==> config.mk <==
export PLATFORM = sky130hd
export DESIGN_NAME = execute_pipe_stage
export DESIGN_NICKNAME = d
export VERILOG_FILES = /design/src/rtl/pipe_pkg.sv /design/src/rtl/muldiv_iter.sv /design/src/rtl/execute_pipe_stage.sv
export SDC_FILE = /design/constraint.sdc
export NUM_CORES = 1
export LEC_CHECK = 0
export CAP_MARGIN = 10
export CORE_MARGIN = 4
export CORE_UTILIZATION = 40
export CTS_CLUSTER_DIAMETER = 30
export DETAILED_ROUTE_END_ITERATION = 8
export PLACE_DENSITY = 0.68
export SLEW_MARGIN = 5
export SYNTH_ARGS = -nofsm -noshare
export SYNTH_HDL_FRONTEND = slang
export SYNTH_HIERARCHICAL = 1
export SYNTH_SLANG_ARGS = --single-unit
==> constraint.sdc <==
create_clock -name clk -period 7.45 [get_ports clk]
set_input_delay 0.745 -clock clk [delete_from_list [all_inputs] [get_ports clk]]
set_output_delay 0.745 -clock clk [all_outputs]
set_load 0.02 [all_outputs]
==> src/rtl/pipe_pkg.sv <==
// pipe_pkg: shared ALU and mul/div encodings for the execute stage
package pipe_pkg;
  localparam int ALU_OP_WIDTH = 4;
  typedef enum logic [ALU_OP_WIDTH-1:0] {
    ALU_ADD  = 4'd0,
    ALU_SUB  = 4'd1,
    ALU_AND  = 4'd2,
    ALU_OR   = 4'd3,
    ALU_XOR  = 4'd4,
    ALU_SLT  = 4'd5,
    ALU_SLL  = 4'd6,
    ALU_SRL  = 4'd7,
    ALU_SRA  = 4'd8,
    ALU_SLTU = 4'd9
  } alu_op_e;
  typedef enum logic [1:0] {MD_MUL, MD_MULH, MD_DIV, MD_REM} muldiv_op_e;
  typedef enum logic [1:0] {MD_IDLE, MD_RUN, MD_DONE} muldiv_state_e;
endpackage

==> src/rtl/muldiv_iter.sv <==
// muldiv_iter: iterative signed multiply/divide, one bit per cycle on operand magnitudes
module muldiv_iter #(
  parameter int W = 32
)(
  input  logic         clk,
  input  logic         rst,
  input  logic         start_i,
  input  logic         abort_i,
  input  logic         hold_i,
  input  logic [1:0]   op_i,
  input  logic [W-1:0] a_i,
  input  logic [W-1:0] b_i,
  output logic         busy_o,
  output logic         done_o,
  output logic [W-1:0] result_o
);
  import pipe_pkg::*;
  localparam int CW = $clog2(W);
  muldiv_state_e state_q, state_d;
  logic [CW-1:0] cnt_q, cnt_d;
  logic [1:0] op_q, op_d;
  logic [W-1:0] a_q, a_d, b_q, b_d, mplier_q, mplier_d, quo_q, quo_d;
  logic [2*W-1:0] acc_q, acc_d, mcand_q, mcand_d, prod;
  logic [W:0] rem_q, rem_d, shifted;
  logic [W+1:0] trial;
  logic [W-1:0] quo_s, rem_s;
  function automatic logic [W-1:0] mag(input logic [W-1:0] x);
    return x[W-1] ? -x : x;
  endfunction
  assign shifted = {rem_q[W-1:0], quo_q[W-1]};
  assign trial = {1'b0, shifted} - {2'b0, mag(b_q)};
  always_comb begin
    state_d = state_q;
    cnt_d = cnt_q;
    op_d = op_q;
    a_d = a_q;
    b_d = b_q;
    acc_d = acc_q;
    mcand_d = mcand_q;
    mplier_d = mplier_q;
    rem_d = rem_q;
    quo_d = quo_q;
    if (state_q == MD_IDLE) begin
      if (start_i) begin
        state_d = MD_RUN;
        cnt_d = '0;
        op_d = op_i;
        a_d = a_i;
        b_d = b_i;
        acc_d = '0;
        mcand_d = {{W{1'b0}}, mag(a_i)};
        mplier_d = mag(b_i);
        rem_d = '0;
        quo_d = mag(a_i);
      end
    end else if (abort_i) begin
      state_d = MD_IDLE;
    end else if (state_q == MD_RUN) begin
      acc_d = acc_q + (mplier_q[0] ? mcand_q : '0);
      mcand_d = mcand_q << 1;
      mplier_d = mplier_q >> 1;
      rem_d = trial[W+1] ? shifted : trial[W:0];
      quo_d = {quo_q[W-2:0], ~trial[W+1]};
      cnt_d = cnt_q + 1'b1;
      state_d = cnt_q == CW'(W - 1) ? MD_DONE : MD_RUN;
    end else if (!hold_i) begin
      state_d = MD_IDLE;
    end
  end
  always_ff @(posedge clk) begin
    if (rst) begin
      state_q <= MD_IDLE;
      cnt_q <= '0;
      op_q <= '0;
      a_q <= '0;
      b_q <= '0;
      acc_q <= '0;
      mcand_q <= '0;
      mplier_q <= '0;
      rem_q <= '0;
      quo_q <= '0;
    end else begin
      state_q <= state_d;
      cnt_q <= cnt_d;
      op_q <= op_d;
      a_q <= a_d;
      b_q <= b_d;
      acc_q <= acc_d;
      mcand_q <= mcand_d;
      mplier_q <= mplier_d;
      rem_q <= rem_d;
      quo_q <= quo_d;
    end
  end
  assign prod = (a_q[W-1] ^ b_q[W-1]) ? -acc_q : acc_q;
  assign quo_s = (a_q[W-1] ^ b_q[W-1]) ? -quo_q : quo_q;
  assign rem_s = a_q[W-1] ? -rem_q[W-1:0] : rem_q[W-1:0];
  assign result_o = op_q == MD_MUL  ? prod[W-1:0] :
                    op_q == MD_MULH ? prod[2*W-1:W] :
                    b_q == '0       ? (op_q == MD_DIV ? '1 : a_q) :
                    op_q == MD_DIV  ? quo_s : rem_s;
  assign busy_o = state_q != MD_DONE;
  assign done_o = state_q == MD_DONE;
endmodule

==> src/rtl/execute_pipe_stage.sv <==
// execute_pipe_stage: forwarding, ALU, E/M register; iterative mul/div when `define MULDIV_EN
module execute_pipe_stage #(
  parameter int DATA_WIDTH    = 32,
  parameter int CONTROL_WIDTH = 4,
  parameter int FWD_SRCS      = 2,
  parameter int REG_ADDR_W    = 5
)(
  input  logic                             clk,
  input  logic                             rst,
  input  logic                             validE_i,
  input  logic [DATA_WIDTH-1:0]            RD1E_i,
  input  logic [DATA_WIDTH-1:0]            RD2E_i,
  input  logic [DATA_WIDTH-1:0]            ExtImmE_i,
  input  logic [DATA_WIDTH-1:0]            PCE_i,
  input  logic [DATA_WIDTH-1:0]            PCPlus4E_i,
  input  logic [REG_ADDR_W-1:0]            RdE_i,
  input  logic [CONTROL_WIDTH-1:0]         ALUControlE_i,
  input  logic                             ALUSrcE_i,
  input  logic                             MulDivE_i,
  input  logic [1:0]                       MulDivOpE_i,
  input  logic [$clog2(FWD_SRCS+1)-1:0]    FwdAE_i,
  input  logic [$clog2(FWD_SRCS+1)-1:0]    FwdBE_i,
  input  logic [FWD_SRCS*DATA_WIDTH-1:0]   FwdData_i,
  input  logic                             stallM_i,
  input  logic                             flushE_i,
  output logic                             busyE_o,
  output logic                             ZeroE_o,
  output logic [DATA_WIDTH-1:0]            PCTargetE_o,
  output logic                             validM_o,
  output logic [DATA_WIDTH-1:0]            ALUResultM_o,
  output logic [DATA_WIDTH-1:0]            WriteDataM_o,
  output logic [REG_ADDR_W-1:0]            RdM_o,
  output logic [DATA_WIDTH-1:0]            PCPlus4M_o
);
  import pipe_pkg::*;
  localparam int SW = $clog2(DATA_WIDTH);
  logic [DATA_WIDTH-1:0] src_a, fwd_b, src_b, alu_res, md_res;
  logic [SW-1:0] shamt;
  logic md_sel, busy;
  logic valid_m_q, valid_m_d;
  logic [DATA_WIDTH-1:0] alu_m_q, alu_m_d, wd_m_q, wd_m_d, pc4_m_q, pc4_m_d;
  logic [REG_ADDR_W-1:0] rd_m_q, rd_m_d;
  always_comb begin
    src_a = RD1E_i;
    fwd_b = RD2E_i;
    for (int k = 0; k < FWD_SRCS; k++) begin
      src_a = int'(FwdAE_i) == k + 1 ? FwdData_i[k*DATA_WIDTH +: DATA_WIDTH] : src_a;
      fwd_b = int'(FwdBE_i) == k + 1 ? FwdData_i[k*DATA_WIDTH +: DATA_WIDTH] : fwd_b;
    end
  end
  assign src_b = ALUSrcE_i ? ExtImmE_i : fwd_b;
  assign shamt = src_b[SW-1:0];
  always_comb begin
    case (ALUControlE_i)
      ALU_ADD:  alu_res = src_a + src_b;
      ALU_SUB:  alu_res = src_a - src_b;
      ALU_AND:  alu_res = src_a & src_b;
      ALU_OR:   alu_res = src_a | src_b;
      ALU_XOR:  alu_res = src_a ^ src_b;
      ALU_SLT:  alu_res = DATA_WIDTH'($signed(src_a) < $signed(src_b));
      ALU_SLL:  alu_res = src_a << shamt;
      ALU_SRL:  alu_res = src_a >> shamt;
      ALU_SRA:  alu_res = DATA_WIDTH'($signed(src_a) >>> shamt);
      ALU_SLTU: alu_res = DATA_WIDTH'(src_a < src_b);
      default:  alu_res = '0;
    endcase
  end
  assign ZeroE_o = alu_res == '0;
  assign PCTargetE_o = PCE_i + ExtImmE_i;
`ifdef MULDIV_EN
  logic md_req, md_busy, unused_md_done;
  assign md_req = validE_i & MulDivE_i & ~flushE_i;
  assign busy = md_req & md_busy;
  assign md_sel = MulDivE_i;
  muldiv_iter #(.W(DATA_WIDTH)) u_muldiv (
    .clk(clk),
    .rst(rst),
    .start_i(md_req),
    .abort_i(flushE_i),
    .hold_i(stallM_i),
    .op_i(MulDivOpE_i),
    .a_i(src_a),
    .b_i(fwd_b),
    .busy_o(md_busy),
    .done_o(unused_md_done),
    .result_o(md_res)
  );
`else
  logic unused_md;
  assign unused_md = ^{MulDivE_i, MulDivOpE_i};
  assign busy = 1'b0;
  assign md_sel = 1'b0;
  assign md_res = '0;
`endif
  assign busyE_o = busy;
  always_comb begin
    valid_m_d = validE_i;
    alu_m_d = md_sel ? md_res : alu_res;
    wd_m_d = fwd_b;
    rd_m_d = RdE_i;
    pc4_m_d = PCPlus4E_i;
    if (stallM_i) begin
      valid_m_d = valid_m_q;
      alu_m_d = alu_m_q;
      wd_m_d = wd_m_q;
      rd_m_d = rd_m_q;
      pc4_m_d = pc4_m_q;
    end else if (flushE_i || busy) begin
      valid_m_d = 1'b0;
      alu_m_d = '0;
      wd_m_d = '0;
      rd_m_d = '0;
      pc4_m_d = '0;
    end
  end
  always_ff @(posedge clk) begin
    if (rst) begin
      valid_m_q <= 1'b0;
      alu_m_q <= '0;
      wd_m_q <= '0;
      rd_m_q <= '0;
      pc4_m_q <= '0;
    end else begin
      valid_m_q <= valid_m_d;
      alu_m_q <= alu_m_d;
      wd_m_q <= wd_m_d;
      rd_m_q <= rd_m_d;
      pc4_m_q <= pc4_m_d;
    end
  end
  assign validM_o = valid_m_q;
  assign ALUResultM_o = alu_m_q;
  assign WriteDataM_o = wd_m_q;
  assign RdM_o = rd_m_q;
  assign PCPlus4M_o = pc4_m_q;
endmodule

# Word level (Yosys, flattened, before mapping)
# Cells that the tools add are included.
# totals
in_bits	246
regBits	102
word_cells	42
out_inout_bits	136
# classes
n_reduce_logical	2
add_sub_neg	3
bitwise	3
n_lt_le_gt_ge	2
n_eq_ne	13
n_mux	11
shift	3
# ops
operator	count
$pmux 32 s10	1
$mux 32	8
$add 32x32->32	2
$lt 32x32->1	2
$and 32x32->32	1
$logic_not 32->1	1
$or 32x32->32	1
$shl 32x5->32	1
$shr 32x5->32	1
$sshr 32x5->32	1
$sub 32x32->32	1
$xor 32x32->32	1
$eq 4x3->1 const B	4
$eq 2x2->1 const B	4
$eq 4x2->1 const B	2
$eq 4x4->1 const B	2
$mux 5	1
$eq 4x1->1 const B	1
$logic_not 4->1	1
$mux 1	1

# Depth between registers and ports, before layout
# Gate-level depths: netlist of the first run.
# depth
word_depth	7
ltp_mapped	22
ltp_nobuf	19

# Least setup slack after synthesis of the first run
# OpenSTA, ideal clock, no wires.
# synth_timing
path_kind	input -> output
start	input port FwdBE_i[0]
end	output port ZeroE_o
required_time_ns	6.705
cell_stages	22
slack_ns	0.854
t_arrival_ns	5.851
path_buffers	5
cell_sequence	buf_4 buf_1 mux2i_1 mux2i_1 o21ai_1 clkbuf_1 clkbuf_1 clkbuf_1 ha_1 a21oi_1 o21bai_1 o2111ai_1 and3_1 o211ai_1 a2111oi_0 o31ai_1 mux2_2 a311oi_1 o211ai_1 nor4_1 nand4b_1 nor2_1
# synth_between
elab_chain_cells	7
word_cells_on_any_way	17
cone_classes	add/sub: 2; order compare: 2; eq/ne: 2; shift: 3; mux: 4; bitwise: 3; reduce/logical: 1
# synth_lines
element	line	source
start, declared	execute_pipe_stage.sv:22	input logic [$clog2(FWD_SRCS+1)-1:0] FwdBE_i,
$eq 2x2->1	execute_pipe_stage.sv:48	fwd_b = int'(FwdBE_i) == k + 1 ? FwdData_i[k*DATA_WIDTH +: DATA_WIDTH] : fwd_b;
$mux 32	execute_pipe_stage.sv:48	
$mux 32 (*)	execute_pipe_stage.sv:48	
$mux 32 (*)	execute_pipe_stage.sv:51	assign src_b = ALUSrcE_i ? ExtImmE_i : fwd_b;
$sub 32x32->32, or another cell as far along	execute_pipe_stage.sv:56	ALU_SUB: alu_res = src_a - src_b;
$pmux 32 s10 (*)	execute_pipe_stage.sv:54	case (ALUControlE_i)
$logic_not 32->1 (*)	execute_pipe_stage.sv:68	assign ZeroE_o = alu_res == '0;
end, declared	execute_pipe_stage.sv:27	output logic ZeroE_o,
# Mark *: on every way between the ends. The rest lies on a longest branch, timed or not.

# Final worst setup path of the first run
# layout_timing
start	input port FwdBE_i[1]
end	output port ZeroE_o
# Same word-level chain as after synthesis.

==> results.cfg, run 1 <==
[outcome]
status = completed

[place]
placed_area_sq_um = 20800
dpl.hpwl_um = 72000
gp_congestion = 1.07
port_buffers = 377
place_ws_ps = 77.5

[global_route]
grt.met2_usage_pct = 62.9
grt_max_degree = 106
grt_busiest_layer = met2
grt_use_met3_pct = 8.45
grt_pass1_wl_um = 127000
grt_util_all_layers_pct = 38.1
grt_antenna_before_repair = 16
overflow = 0
grtUsageMet1_pct = 45.7
grt_pass1_vias = 19700

[sta]
fin_crit_sh_pct = 92.4
slew_violations = 0
finalHoldViolCount = 0
fin_crit_ps = 6890
max_freq_ghz = 0.145
max-slew-margin-rel_pct = 13.7
worst_slew_pin_slew_ps = 1290
fin_setup_tns_ps = 0
finalSetupViolations = 0
skew_ps = 0
rsz0062_at_grt = no
layout_setup_ws_ps = 565

[setup_path]
cp-start-kind = input port
cpPeakStageDelay_ps = 530
end_kind = output pin
critPathKind = input port to output pin
critical_path_required_ps = 6700
slowest_stage = clkdlybuf4s50_1
path_cells = clkdlybuf4s50_1 -> inv_1 -> buf_4 -> o21ai_0 -> o21ai_0 -> buf_4 -> inv_1 -> ha_1 -> or3_1 -> a211oi_1 -> o31ai_2 -> o211ai_1 -> buf_4 -> a21o_1 -> mux2i_1 -> nor2_1 -> a211oi_1 -> buf_4 -> nand4_1 -> nor4_4 -> nand4b_1 -> nor2_1 -> dlymetal6s2s_1
path_common_cell = buf_4
crit_fanout = 24
worstPathArrival_ps = 6140

[cts]
htree_levels = 3
cts.sinks = 102
cts_root_buf = clkbuf_16
cts_tree = yes
cts_max_path_buffers = 2
clk_latency_ps = 360
post_cts_buffers = 0
cts_buffers = 9
postCtsHoldBufs = 0
ctsResizeCount = 0
cts.clk_slew.worst_paths_ps = 70

[synth]
yosysUniqueCellTypes = 83
netlist_area_sq_um = 15900
synthTopCellsByArea = dfxtp_1, ha_1, mux2i_1
synth_top_area_share_pct = 12.8
syn_avg_cell_area_sq_um = 6.79
synth_top_family_by_area = compound AO/OA/AOI/OAI gates
yosysMostFrequentCell = nor2_1
synth_common_cells = nor2_1, o21ai_0, nand2_1, a21oi_1, mux2i_1
ys_seq_area_share_pct = 12.8
synth_edf_count = 0
yosysWarnings = 6
synth_ff_type = dfxtp_1
synth-xor-area-share_pct = 2.36
synth_seq_cells = 102
async_flop_share_pct = 0
yosysTopAreaCell = dfxtp_1
synthMuxAreaShare_pct = 12.0
synth_fa_ha_area_share_pct = 10.7
synthCells = 2345
yosys.area_share.simple_pct = 21.7
synth_compound_area_share_pct = 33.6
postSynthNetCount = 2725

[pwr]
comb_power_share_pct = 66.3
cellInternalPower_mw = 1.68
power.leakage_nw = 8.84
p_switching_mw = 1.56
clkPwrFrac_pct = 15.7
peakVddDrop_v = 0.000112
p_seq_share_pct = 18.0
sw_frac_of_total_pct = 48.0
cellPowerDensity_nw_per_um2 = 153

[die]
ios = 382
std_cell_rows = 72
die-width_um = 208
start_util_pct = 40.8
die_area_sq_um = 43100
core-area_sq_um = 39000
die_h_um = 208

[routing]
postRouteAntennaNets = 0
dr_total_vias = 20700
wl_per_cell_um = 27.0
avgViaCountPerCell = 6.36
first_pass_iters = 7
initialDrtViolationCount = 2473
drc_errors = 0
routed_wl_um = 87700

[run]
drv_cap = 0

[layout]
fillCellCount = 3845
syn_to_final_growth_pct = 33.2
nNetsFinal = 3096
stdcell_area_sq_um = 21200
layout-drive-gt1-share_pct = 9.45
multi_input_area_sq_um = 12900
seq_area_sq_um = 2040
utilization_pct = 54.4

[worst_hold_path]
hp-class = flip-flop to flip-flop
## sequential cells by signal (all words and copies together), names as in the netlist
| signal | flops |
|---|---|
| ALUResultM_o | 32 |
| PCPlus4M_o | 32 |
| RdM_o | 5 |
| WriteDataM_o | 32 |
| validM_o | 1 |
## placed cells by master (no fill, tap or decap), types with 9 or more instances in the layout
cell type / Yosys / layout
a211oi_1: 31 / 31
a21o_1: 16 / 16
a21oi_1: 175 / 174
a221oi_1: 17 / 17
a22oi_1: 72 / 71
a31oi_1: 17 / 17
and2_1: 10 / 11
and3_1: 11 / 11
buf_4: 4 / 154
clkbuf_16: 0 / 9
clkdlybuf4s50_1: 0 / 369
dfxtp_1: 102 / 102
diode_2: 0 / 11
ha_1: 131 / 130
inv_1: 100 / 100
mux2_2: 37 / 37
mux2i_1: 150 / 147
nand2_1: 203 / 203
nand2b_1: 23 / 23
nand3_1: 108 / 108
nand4_1: 9 / 9
nor2_1: 310 / 309
nor2b_1: 23 / 22
nor3_1: 30 / 28
nor4_1: 11 / 9
o211ai_1: 53 / 53
o21a_1: 25 / 25
o21ai_0: 217 / 216
o21bai_1: 12 / 12
o221ai_1: 16 / 16
o22ai_1: 41 / 41
o31ai_1: 17 / 16
or2_2: 13 / 13
or3_1: 14 / 14
xnor2_1: 35 / 35
## logic make-up after synthesis
family,after synthesis
AOI/OAI and AO/OA,824
xor gates and xnor gates,43
adders and majority gates,134
buffers and inverters,274
DFF,102
muxes,187
other,1
and+or+nand+nor,780
## final cells by class
| class | count | share of cell area [%] |
|---|---|---|
| Antenna cell | 11 | 0.130 |
| Clock buffer | 12 | 1.21 |
| Clock inverter | 4 | 0.254 |
| Inverter | 106 | 1.88 |
| Multi-Input combinational cell | 1969 | 60.8 |
| Sequential cell | 102 | 9.63 |
| Tap cell | 518 | 3.06 |
| Timing Repair Buffer | 528 | 23.1 |
## worst max-delay path, delay by kind of cell
kind	cells	cell delay [ps]
buffers and inverters	8	1980
AOI/OAI and AO/OA	7	1700
muxes	1	380
and+or+nand+nor	6	1090
adders and majority gates	1	230
## worst paths after layout
check / cells past startpoint / end / slack, ps / from
min reg2reg: 2 / ALUResultM_o[31] / 470 / ALUResultM_o[31]
min: 2 / ALUResultM_o[31] / 470 / ALUResultM_o[31]
max reg2reg: 3 / ALUResultM_o[14] / 6680 / ALUResultM_o[14]
max: 23 / ZeroE_o / 560 / FwdBE_i[1]
## per-stage QoR
stage / hold slack (ps) / total power, mW / instances
CTS: 472 / 3.17 / 3239
floorplan: 541 / 1.79 / 2345
global placement: 455 / 2.64 / 3223
global route: 497 / 3.38 / 3250
detailed placement: 457 / 2.65 / 3223
finish: 467 / 3.24 / 3250
## metal layers
metal  part of all wire, %  up-vias
li1                      -     9365
met1                    37     9775
met2                    45     1251
met3                    10      266
met4                   7.3        8
met5                 0.054        -
## power by group through the flow
stage / clock, mW / combinational, mW / sequential, mW
2_1_floorplan: 0 / 1.16 / 0.622
3_3_place_gp: 0 / 2.05 / 0.593
3_5_place_dp: 0 / 2.06 / 0.594
4_1_cts: 0.518 / 2.07 / 0.582
5_1_grt: 0.537 / 2.26 / 0.585
6_report: 0.509 / 2.15 / 0.582
Note: power is estimated with default switching activity, not from simulation.
==> inputs of run 2 (changes only) <==
CORE_MARGIN = not set   (was 4)
==> run 2 against run 1 <==
  * Final area grew 0.41%
  * Combinational power is essentially flat
  * Core utilization grew 0.35 points
  * Sequential power is essentially flat
  * Register-to-register slack lost 40 ps
  * Maximum frequency shrank 5.6%
  * Power grew 1.4%
  * Final cell count grew 0.28%
  * Wire length shrank 1.0%
==> results.cfg, run 2 (same netlist as run 1, synthesis figures left out) <==
[routing]
routed_wl_um = 86800
avgViaCountPerCell = 6.36
postRouteAntennaNets = 0
drc_errors = 0
first_pass_iters = 6
dr_total_vias = 20700
initialDrtViolationCount = 2274
wl_per_cell_um = 26.6

[cts]
postCtsHoldBufs = 0
cts_root_buf = clkbuf_16
cts_max_path_buffers = 2
cts_tree = yes
cts_buffers = 9
cts.sinks = 102
htree_levels = 3
clk_latency_ps = 360
post_cts_buffers = 0
cts.clk_slew.worst_paths_ps = 70

[global_route]
grt_max_degree = 106
grt_pass1_vias = 19800
grt_pass1_wl_um = 126000
grt_antenna_before_repair = 13
overflow = 0
grt_util_all_layers_pct = 41.1

[setup_path]
reg2regPathDepth = 3
cpPeakStageDelay_ps = 630
worstPathArrival_ps = 6550
path_common_cell = buf_4
path_cells = clkdlybuf4s50_1 -> inv_1 -> buf_4 -> mux2i_1 -> buf_4 -> o21ai_2 -> ha_1 -> a21oi_1 -> o21bai_1 -> a211oi_1 -> o31ai_2 -> buf_4 -> a2111oi_0 -> a41oi_1 -> buf_4 -> nor4b_1 -> a31oi_1 -> a211oi_1 -> nand4_1 -> nor4_1 -> nand4b_1 -> nor2_1 -> clkdlybuf4s50_1
worstReg2RegStart = ALUResultM_o[14]
rr_endpoint = ALUResultM_o[14]
slowest_stage = clkdlybuf4s50_1
critPathKind = input port to output pin
cp-start-kind = input port
reg2reg_slack_ps = 6640
critical_path_required_ps = 6700
end_kind = output pin
crit_fanout = 17

[sta]
max-slew-margin-rel_pct = 23.3
fin_crit_ps = 7290
fin_crit_sh_pct = 97.9
worst_slew_pin_slew_ps = 1120
max_freq_ghz = 0.137
layout_setup_ws_ps = 155
finalSetupViolations = 0
slew_violations = 0
finalHoldViolCount = 0
fin_setup_tns_ps = 0
skew_ps = 0

[die]
std_cell_rows = 72
die-width_um = 202
start_util_pct = 40.9
die_h_um = 202
core-area_sq_um = 38900
ios = 382
die_area_sq_um = 40600

[layout]
utilization_pct = 54.7
nNetsFinal = 3105
layout-drive-gt1-share_pct = 9.74
stdcell_area_sq_um = 21300
stdcell_count = 3259
final_cell_mix = clkdlybuf4s50_1, nor2_1, o21ai_0
final_common_cell = clkdlybuf4s50_1
fillCellCount = 3836
syn_to_final_growth_pct = 33.7

[worst_hold_path]
whs_path_depth = 2
whs_endpoint = ALUResultM_o[31]
hp-class = flip-flop to flip-flop
min_from = ALUResultM_o[31]

[pwr]
p_switching_mw = 1.57
cellInternalPower_mw = 1.72
p_seq_share_pct = 17.8
clkPwrFrac_pct = 16.7
sw_frac_of_total_pct = 47.7
cellPowerDensity_nw_per_um2 = 154
peakVddDrop_v = 0.000145
power.leakage_nw = 8.89
comb_power_share_pct = 65.5

[place]
placed_cells = 3232
placed_area_sq_um = 20900
gp_congestion = 1.11
port_buffers = 377
dpl.hpwl_um = 70600
place_ws_ps = 165

[run]
drv_cap = 0

[outcome]
status = completed
## run 2: changes by cell type in the layout (fill, tap and decap cells not counted), sizes merged
| cell | change |
|---|---|
| bufinv | +1 |
| clkbuf | -2 |
| buf | +9 |
| clkinvlp | -2 |
| clkdlybuf4s50 | +1 |
| clkinv | +2 |
| inv | +1 |
| dlymetal6s2s | -1 |
## run 2: final cells by class
type | instances | area (sq um) | area share, %
Timing Repair Buffer | 537 | 4990 | 23.4
Sequential cell | 102 | 2040 | 9.59
Clock inverter | 6 | 91.3 | 0.429
Antenna cell | 11 | 27.5 | 0.129
Tap cell | 518 | 648 | 3.04
Inverter | 106 | 398 | 1.87
Multi-Input combinational cell | 1969 | 12900 | 60.4
Clock buffer | 10 | 239 | 1.12
## run 2: worst max-delay path: cells and delay by family
family	cells	cell delay, ps
buf+inv	7	2270
compound gates	9	1750
simple gates	5	1060
mux	1	370
fa+ha+maj	1	350
## run 2: through the flow
stage	hold WS (ps)	total power [mW]
2_1_floorplan	541	1.79
3_3_place_gp	450	2.65
3_5_place_dp	465	2.66
4_1_cts	478	3.22
5_1_grt	501	3.43
6_report	477	3.28
## run 2: worst max-delay path by stage
| stage | slack [ps] | from | endpoint | cells past startpoint |
|---|---|---|---|---|
| final | 160 | FwdBE_i[1] | ZeroE_o | 23 |
| after global routing | -30 | FwdBE_i[1] | ZeroE_o | 23 |
| after CTS | 130 | FwdBE_i[1] | ZeroE_o | 23 |
| after detailed placement | 160 | FwdBE_i[1] | ZeroE_o | 23 |
| after global placement | 200 | FwdBE_i[1] | ZeroE_o | 21 |
| after floorplan | 850 | FwdBE_i[0] | ZeroE_o | 22 |
## run 2: power groups by stage
| stage | combinational [mW] | clock [mW] | sequential, mW |
|---|---|---|---|
| 3_3_place_gp | 2.06 | 0 | 0.593 |
| 6_report | 2.15 | 0.550 | 0.583 |
| 5_1_grt | 2.27 | 0.575 | 0.585 |
| 2_1_floorplan | 1.16 | 0 | 0.622 |
| 3_5_place_dp | 2.07 | 0 | 0.595 |
| 4_1_cts | 2.08 | 0.560 | 0.583 |
## run 2: layer usage
layer | wire length (um) | track usage, %
met1 | 33200 | 49.0
met2 | 39500 | 67.3
met3 | 8210 | 8.84
met4 | 5860 | 25.2
met5 | 0 | 0
## run 2: timing repair
item | 4_1_cts | 5_1_grt
setup endpoints to repair | 0 | 1
endpoints found under the hold margin | 0 | 0
gates resized for setup | 0 | 12
